`src/rtl/prio_code_sequencer_if.sv`:
```
// Request-in / code-out stream bundle for prio_code_sequencer.
// The slave modport is the sequencer's view; master is the surrounding logic.
interface prio_code_sequencer_if #(
    parameter int unsigned WIDTH  = 8,
    parameter int unsigned CODE_W = $clog2(WIDTH)
);
    logic              flush;
    logic              in_valid;
    logic              in_ready;
    logic [WIDTH-1:0]  in_vec;
    logic              out_valid;
    logic              out_ready;
    logic [CODE_W-1:0] out_code;
    logic              out_last;
    logic              out_none;
    logic [CODE_W:0]   out_beat;

    modport slave (
        input  flush, in_valid, in_vec, out_ready,
        output in_ready, out_valid, out_code, out_last, out_none, out_beat
    );

    modport master (
        output flush, in_valid, in_vec, out_ready,
        input  in_ready, out_valid, out_code, out_last, out_none, out_beat
    );
endinterface

```
`src/rtl/prio_code_sequencer.sv`:
```
// Captures a request vector and streams the code of each set bit, one per beat,
// in priority order; an all-zero vector yields a single "none" beat with code 0.
module prio_code_sequencer #(
    parameter int unsigned WIDTH      = 8,
    parameter int unsigned CODE_W     = $clog2(WIDTH),
    parameter int unsigned DESCENDING = 1
) (
    input  logic                  clk,
    input  logic                  rst,
    prio_code_sequencer_if.slave  bus
);

    localparam int unsigned BEAT_W = CODE_W + 1;

    typedef enum logic [0:0] {
        IDLE = 1'b0,
        EMIT = 1'b1
    } state_t;

    state_t              state, state_nxt;
    logic [WIDTH-1:0]    pending, pending_nxt;
    logic [BEAT_W-1:0]   beat, beat_nxt;
    logic                zero_flag, zero_nxt;

    logic [CODE_W-1:0]   sel_code;
    logic [WIDTH-1:0]    sel_mask;
    logic                single_bit;

    logic                in_ready;
    logic                out_valid;
    logic [CODE_W-1:0]   out_code;
    logic                out_last;
    logic                out_none;
    logic [BEAT_W-1:0]   out_beat;

    // Priority pick over the held vector; later loop iterations win.
    always_comb begin
        sel_code = '0;
        if (DESCENDING != 0) begin
            for (int i = 0; i < int'(WIDTH); i++) begin
                if (pending[i]) sel_code = CODE_W'(i);
            end
        end else begin
            for (int i = int'(WIDTH) - 1; i >= 0; i--) begin
                if (pending[i]) sel_code = CODE_W'(i);
            end
        end
    end

    assign sel_mask   = WIDTH'(1) << sel_code;
    assign single_bit = (pending != '0) && ((pending & (pending - WIDTH'(1))) == '0);

    always_ff @(posedge clk or posedge rst) begin
        if (rst) begin
            state     <= IDLE;
            pending   <= '0;
            beat      <= '0;
            zero_flag <= 1'b0;
        end else begin
            state     <= state_nxt;
            pending   <= pending_nxt;
            beat      <= beat_nxt;
            zero_flag <= zero_nxt;
        end
    end

    // Next-state and stream outputs; outputs decode only registered state,
    // in_ready alone looks at out_ready/flush to allow a bubble-free reload.
    always_comb begin
        state_nxt   = state;
        pending_nxt = pending;
        beat_nxt    = beat;
        zero_nxt    = zero_flag;
        in_ready    = 1'b0;
        out_valid   = 1'b0;
        out_code    = '0;
        out_last    = 1'b0;
        out_none    = 1'b0;
        out_beat    = '0;

        unique case (state)
            IDLE: begin
                in_ready = !bus.flush;
            end
            EMIT: begin
                out_valid = 1'b1;
                out_code  = zero_flag ? '0 : sel_code;
                out_last  = zero_flag || single_bit;
                out_none  = zero_flag;
                out_beat  = beat;
                in_ready  = bus.out_ready && out_last && !bus.flush;
                if (bus.out_ready) begin
                    pending_nxt = pending & ~sel_mask;
                    beat_nxt    = beat + BEAT_W'(1);
                    if (out_last) begin
                        state_nxt   = IDLE;
                        pending_nxt = '0;
                        beat_nxt    = '0;
                        zero_nxt    = 1'b0;
                    end
                end
            end
            default: begin
                state_nxt = IDLE;
            end
        endcase

        if (bus.in_valid && in_ready) begin
            state_nxt   = EMIT;
            pending_nxt = bus.in_vec;
            beat_nxt    = '0;
            zero_nxt    = (bus.in_vec == '0);
        end

        // Abort wins over everything, including a completed beat this cycle.
        if (bus.flush) begin
            state_nxt   = IDLE;
            pending_nxt = '0;
            beat_nxt    = '0;
            zero_nxt    = 1'b0;
        end
    end

    assign bus.in_ready  = in_ready;
    assign bus.out_valid = out_valid;
    assign bus.out_code  = out_code;
    assign bus.out_last  = out_last;
    assign bus.out_none  = out_none;
    assign bus.out_beat  = out_beat;

endmodule

```
`src/flat_wrapper.sv`:
```
// flat-port wrapper written by rule: the top's interface ports become plain ports
module prio_code_sequencer_flat 
#(
    parameter int unsigned WIDTH      = 8,
    parameter int unsigned CODE_W     = $clog2(WIDTH),
    parameter int unsigned DESCENDING = 1
)
  (clk, rst, bus_flush, bus_in_valid, bus_in_vec, bus_out_ready, bus_in_ready, bus_out_valid, bus_out_code, bus_out_last, bus_out_none, bus_out_beat);
  prio_code_sequencer_if #(.WIDTH(WIDTH), .CODE_W(CODE_W)) bus_i ();
  input  logic clk;
  input  logic rst;
  input wire logic [$bits(bus_i.flush)-1:0] bus_flush;
  input wire logic [$bits(bus_i.in_valid)-1:0] bus_in_valid;
  input wire logic [$bits(bus_i.in_vec)-1:0] bus_in_vec;
  input wire logic [$bits(bus_i.out_ready)-1:0] bus_out_ready;
  output wire logic [$bits(bus_i.in_ready)-1:0] bus_in_ready;
  output wire logic [$bits(bus_i.out_valid)-1:0] bus_out_valid;
  output wire logic [$bits(bus_i.out_code)-1:0] bus_out_code;
  output wire logic [$bits(bus_i.out_last)-1:0] bus_out_last;
  output wire logic [$bits(bus_i.out_none)-1:0] bus_out_none;
  output wire logic [$bits(bus_i.out_beat)-1:0] bus_out_beat;
  assign bus_i.flush = bus_flush;
  assign bus_i.in_valid = bus_in_valid;
  assign bus_i.in_vec = bus_in_vec;
  assign bus_i.out_ready = bus_out_ready;
  assign bus_in_ready = bus_i.in_ready;
  assign bus_out_valid = bus_i.out_valid;
  assign bus_out_code = bus_i.out_code;
  assign bus_out_last = bus_i.out_last;
  assign bus_out_none = bus_i.out_none;
  assign bus_out_beat = bus_i.out_beat;
  prio_code_sequencer #(.WIDTH(WIDTH), .CODE_W(CODE_W), .DESCENDING(DESCENDING)) u_core (.clk(clk), .rst(rst), .bus(bus_i));
endmodule
```
`config.mk`:
```
export PLATFORM = sky130hd
export DESIGN_NAME = prio_code_sequencer_flat
export DESIGN_NICKNAME = d
export VERILOG_FILES = /design/src/rtl/prio_code_sequencer_if.sv /design/src/rtl/prio_code_sequencer.sv /design/src/flat_wrapper.sv
export SDC_FILE = /design/constraint.sdc
export NUM_CORES = 1
export LEC_CHECK = 0
export BUFFER_PORTS_ARGS = -buffer_cell sky130_fd_sc_hd__buf_4
export CAP_MARGIN = 15
export CORE_MARGIN = 3
export CORE_UTILIZATION = 51
export DETAILED_ROUTE_END_ITERATION = 7
export PLACE_DENSITY = 0.77
export SLEW_MARGIN = 20
export SYNTH_ARGS = -nofsm -noshare
export SYNTH_HDL_FRONTEND = slang
export SYNTH_SLANG_ARGS = --single-unit
```
`constraint.sdc`:
```
create_clock -name clk -period 2.4 [get_ports clk]
set_clock_uncertainty 0.2 [all_clocks]
set_input_delay 0.48 -clock clk [delete_from_list [all_inputs] [get_ports clk]]
set_output_delay 0.48 -clock clk [all_outputs]
set_load 0.1 [all_outputs]
```
==> After elaboration in Yosys (flattened, before gate mapping) <==
Cells that the tools add are included.
{ "totals": {"regBits": 14, "latch_bits": 0, "mem_bits_rw": 0, "rom_bits": 0, "input_bits": 13, "out_inout_bits": 11, "wordCells": 59, "n_memories": 0} }
{ "classes": {"addsub": 2, "multipliers": 0, "div_mod_pow": 0, "order_cmp": 0, "n_eq_ne": 0, "shift": 1, "n_mux": 34, "bitwise_logic": 4, "reduce_logical": 14} }
{ "ops": {"columns": ["cell", "count"], "rows": [
  ["2-to-1 mux 8 bit", 5],
  ["2-to-1 mux 4 bit", 6],
  ["2-to-1 mux 3 bit", 6],
  ["AND 8 bit", 2],
  ["zero test 8 bit", 2],
  ["2-to-1 mux 1 bit", 14],
  ["nonzero test 3 bit", 3],
  ["inverter 8 bit", 1],
  ["nonzero test 8 bit", 1],
  ["left shift 1 x 3 -> 8 bit (first input constant)", 1],
  ["subtractor 8 x 1 -> 8 bit (second input constant)", 1],
  ["adder 4 x 1 -> 4 bit (second input constant)", 1],
  ["logical AND 1 bit", 4],
  ["2-to-1 mux 2 bit", 2],
  ["AND reduction 3 bit", 1],
  ["one-hot mux 1 bit (2 select lines)", 1],
  ["AND reduction 2 bit", 1],
  ["zero test 1 bit", 1],
  ["logical OR 1 bit", 1],
  ["inverter 1 bit", 1]
]} }

==> Longest topological paths before layout <==
{ "depth": {"ltp_word": 15, "depth_mapped": 8} }

==> Worst setup path after synthesis <==
Ideal clock, no wire load.
{ "synth_timing": {"kind": "register to output", "from": "register u_core.state", "to": "output bus_out_code[1]", "t_arrival_ps": 2797, "path_slack_ps": -1077, "stages_incl_launch_ff": 4, "n_path_buf": 1, "path_cell_list": "dfrtp_1 > clkbuf_1 > nand2b_1 > a21oi_1"} }
{ "synth_between": {"elab_chain_cells": 1} }
{ "synth_rtl": {"columns": ["element", "line", "text"], "rows": [
  ["start, declared", "prio_code_sequencer.sv:20", "state_t state, state_nxt;"],
  ["start signal, assigned", "prio_code_sequencer.sv:60", "state <= state_nxt;"],
  ["2-to-1 mux 3 bit", "prio_code_sequencer.sv:81", "unique case (state)"],
  ["end, declared", "flat_wrapper.sv:18", "output wire logic [$bits(bus_i.out_code)-1:0] bus_out_code;"]
]} }
No other way between the ends.

==> Worst setup path after layout <==
{ "layout_timing": {"from": "register u_core.pending[1]", "to": "output bus_in_ready"} }
{ "layout_between": {"elab_chain_cells": 8} }
{ "layout_rtl": {"columns": ["element", "line", "text"], "rows": [
  ["start, declared", "prio_code_sequencer.sv:21", "logic [WIDTH-1:0] pending, pending_nxt;"],
  ["start signal, assigned", "prio_code_sequencer.sv:61", "pending <= pending_nxt;"],
  ["subtractor 8 x 1 -> 8 bit", "prio_code_sequencer.sv:51", "assign single_bit = (pending != '0) && ((pending & (pending - WIDTH'(1))) == '0);"],
  ["AND 8 bit", "prio_code_sequencer.sv:51", null],
  ["zero test 8 bit", "prio_code_sequencer.sv:51", null],
  ["logical AND 1 bit (*)", "prio_code_sequencer.sv:51", null],
  ["logical OR 1 bit (*)", "prio_code_sequencer.sv:88", "out_last = zero_flag || single_bit;"],
  ["logical AND 1 bit (*) (2 in a row)", "prio_code_sequencer.sv:91", "in_ready = bus.out_ready && out_last && !bus.flush;"],
  ["one-hot mux 1 bit (2 select lines) (*)", "prio_code_sequencer.sv:81", null],
  ["end, declared", "flat_wrapper.sv:16", "output wire logic [$bits(bus_i.in_ready)-1:0] bus_in_ready;"]
]} }
Mark *: on every way between the ends. The rest lies on a longest branch, timed or not.

==> qor.yml <==
timing:
  max_freq_mhz: 372
  finalCriticalPeriod_ns: 2.69
  relSlewSlack: 0.551
  slew_violations: 0
  finalSetupViolations: 2
  finalHoldViolations: 0
  timing.final.crit_share: 1.12
  worst_slack_ns: -0.285
  hold_ws_ns: 0.0324
  worst_slew_pin_slew_ns: 0.673
  rsz0062_at_grt: "yes"
power:
  ir_drop_v: 0.000461
  power_leakage_nw: 0.607
  power_density_nw_per_um2: 688
setup_path:
  crit_fanout: 4
  cpPeakStageDelay_ns: 0.44
  end_kind: "output pin"
  arrival_ns: 2.01
  cp_common_cell: "a211oi_2"
  r2r-end: "u_core.pending[2]"
  r2r_cells: 7
  slowest_stage: "dfrtp_2"
  crit_chain: "buf_6 -> a211oi_2 -> nor3_2 -> a211oi_2 -> or2_4 -> a21oi_4 -> nor2_4 -> buf_12"
  cp-endpoint: "bus_in_ready"
  worst-endpoint-required_ns: 1.72
  setup.worst_path.start: "u_core.pending[1]"
  path_class: "reg2out"
  r2r-start: "u_core.pending[1]"
  r2r_slack_ns: 0.17
  setup.worst_path.start_class: "flop"
clocking:
  numCtsBuffers: 3
  cts.clk_slew.worst_paths_ns: 0.09
  cts_sinks: 14
  cts-root-buf: "clkbuf_4"
  cts_max_level: 1
  cts_tree: "built"
  clkLatencyLatePin_ns: 0.28
  clockBufferDepth: 2
route:
  via_count: 988
  wl_per_cell_um: 17.8
  ant_nets: 0
  drt_first_pass_iters: 4
  drc: 0
  drt_iter0_markers: 40
  drt_wl_total_mm: 2.88
  vias_per_cell: 6.10
synthesis:
  ys_seq_area_frac: 0.380
  synth_top_family_by_area: "simple AND/OR/NAND/NOR gates"
  synth-edff-count: 0
  synth-main-ff-cell: "dfrtp_1"
  synth.most_common_cell: "dfrtp_1"
  ys_warn_count: 0
  synth_compound_area_frac: 0.246
  postSynthRegisterBits: 14
  post_synth.cell_area_avg_um2: 9.12
  yosys.area_share.simple: 0.250
  async_flop_share: 1.00
  syn_nets: 115
  synth_cell_type_count: 40
  netlist_area_um2: 921
  ys_top_cells_by_count: "14 x dfrtp_1, 9 x nor2_1, 8 x nand2_1"
  syn_inst: 101
  muxShareOfSynthArea: 0.0231
  synth_top_area_share: 0.380
  synthAdderAreaFrac: 0.0136
  synth_area_leaders: "dfrtp_1 38%, and2_1 4.1%, a21oi_1 3.8%"
  synth_xor_xnor_area_share: 0.0285
  synth_top_area_cell: "dfrtp_1"
run_status:
  outcome: "complete, but fails checks"
  violations: "setup timing"
job:
  maxCapViolations: 0
placed_design:
  portBuffers: 23
  placed_area_um2: 1230
  finalWeightedCongestion: 0.810
  placed_cells: 153
  dpl.hpwl_mm: 1.96
global_routing:
  grt_pass1_vias: 982
  grt_max_degree: 15
  antenna_found_initial: 0
  grt_usage: 0.255
  grt-ovfl-total: 0
  grt_pass1_wl_mm: 4.64
cells_and_area:
  fin_nets: 153
  diodes: 0
  fin_area_um2: 1370
  final_cells: 162
  syn_to_final_growth_pct: 49.0
  drive_gt1_frac: 0.522
floorplanning:
  start_util: 0.578
  ios: 24
  core-area_um2: 1590
  die_height_um: 48.5
  die_x_um: 48.5
  rows: 14
  die_area_um2: 2350
worst_hold_path:
  hold_path_class: "in2async"
==> kinds of logic (layout without fill, tap and decap cells) <==
| family | after synthesis | in the layout |
|---|---|---|
| multiplexers | 2 | 2 |
| adder cells (fa/ha/maj) | 1 | 1 |
| XOR/XNOR | 3 | 3 |
| AND/OR/NAND/NOR | 40 | 40 |
| AO/OA/AOI/OAI | 32 | 32 |
| buffers and inverters | 9 | 46 |
| flip-flops | 14 | 14 |
==> layout by cell type, fill, tap and decap left out, types with 2 or more instances in the layout <==
master	synthesis	layout
buf_4	1	33
nand2_1	8	8
dfrtp_1	14	8
nor2_1	9	6
dfrtp_2	0	6
and2_2	0	5
inv_1	4	4
nor3_2	2	4
nand2b_1	4	4
o21ai_0	4	4
a21oi_1	7	3
a32o_1	3	3
nor4_1	3	3
nor2_4	0	3
clkbuf_4	0	3
a21o_1	2	2
nor4_4	0	2
a211oi_2	0	2
xor2_1	2	2
a22o_1	2	2
a22oi_1	2	2
a21oi_2	0	2
a21oi_4	0	2
buf_12	0	2
buf_6	2	2
==> stage by stage <==
step	util	worst slack [ns]	power, mW	TNS (ns)
after floorplan	-	-0.159	0.608	-0.262
after global placement	0.772	-0.0230	0.710	-0.0252
after detailed placement	0.772	-0.0871	0.716	-0.155
after CTS	0.826	-0.238	0.895	-0.453
after global routing	0.861	-0.357	0.983	-0.687
final	0.861	-0.285	0.944	-0.538
==> worst min path at each step <==
stage | from | end | depth (start not counted)
2_1_floorplan | rst | u_core.beat[0] | 1
3_3_place_gp | u_core.beat[3] | u_core.beat[3] | 2
3_5_place_dp | u_core.beat[3] | u_core.beat[3] | 2
4_1_cts | rst | u_core.beat[1] | 2
5_1_grt | rst | u_core.beat[0] | 2
6_report | rst | u_core.beat[1] | 2
==> where the power goes <==
| group | leakage, nW | switching [mW] | internal (mW) |
|---|---|---|---|
| Clock | 0.0150 | 0.0800 | 0.0645 |
| Sequential | 0.181 | 0.0357 | 0.256 |
| Combinational | 0.411 | 0.298 | 0.211 |
| Total | 0.607 | 0.413 | 0.531 |
==> critical path: cells and delay by family, from the launching register on <==
family          cells  cell delay [ns]
compound gates      3             0.56
flops               1             0.44
simple gates        3             0.40
buf+inv             2             0.32
==> flip-flops by register name, summed over array words and instances, names as in the netlist <==
register,cells
u_core.zero_flag,1
u_core.beat,4
u_core.state,1
u_core.pending,8
==> final cells by class <==
cell class              instances  area, µm²
repair buffers                 38        325
fillers                        86        221
clock buffers                   4       26.3
multi-input cells              78        618
inverters                       4       15.0
flip-flops and latches         14        358
well taps                      24       30.0
==> repair_timing <==
item | CTS | global route
pin swaps | 6 | 9
endpoints found under the setup margin | 2 | 4
setup buffers | 3 | 2
resized for setup | 11 | 12
hold buffers | 0 | 0
==> routing by layer <==
layer  part of all wire  global-route usage
met1               0.38               0.291
met5                  0                   0
met2               0.54               0.489
met4              0.029              0.0900
met3              0.051              0.0245
(Power assumes the default switching activity.)
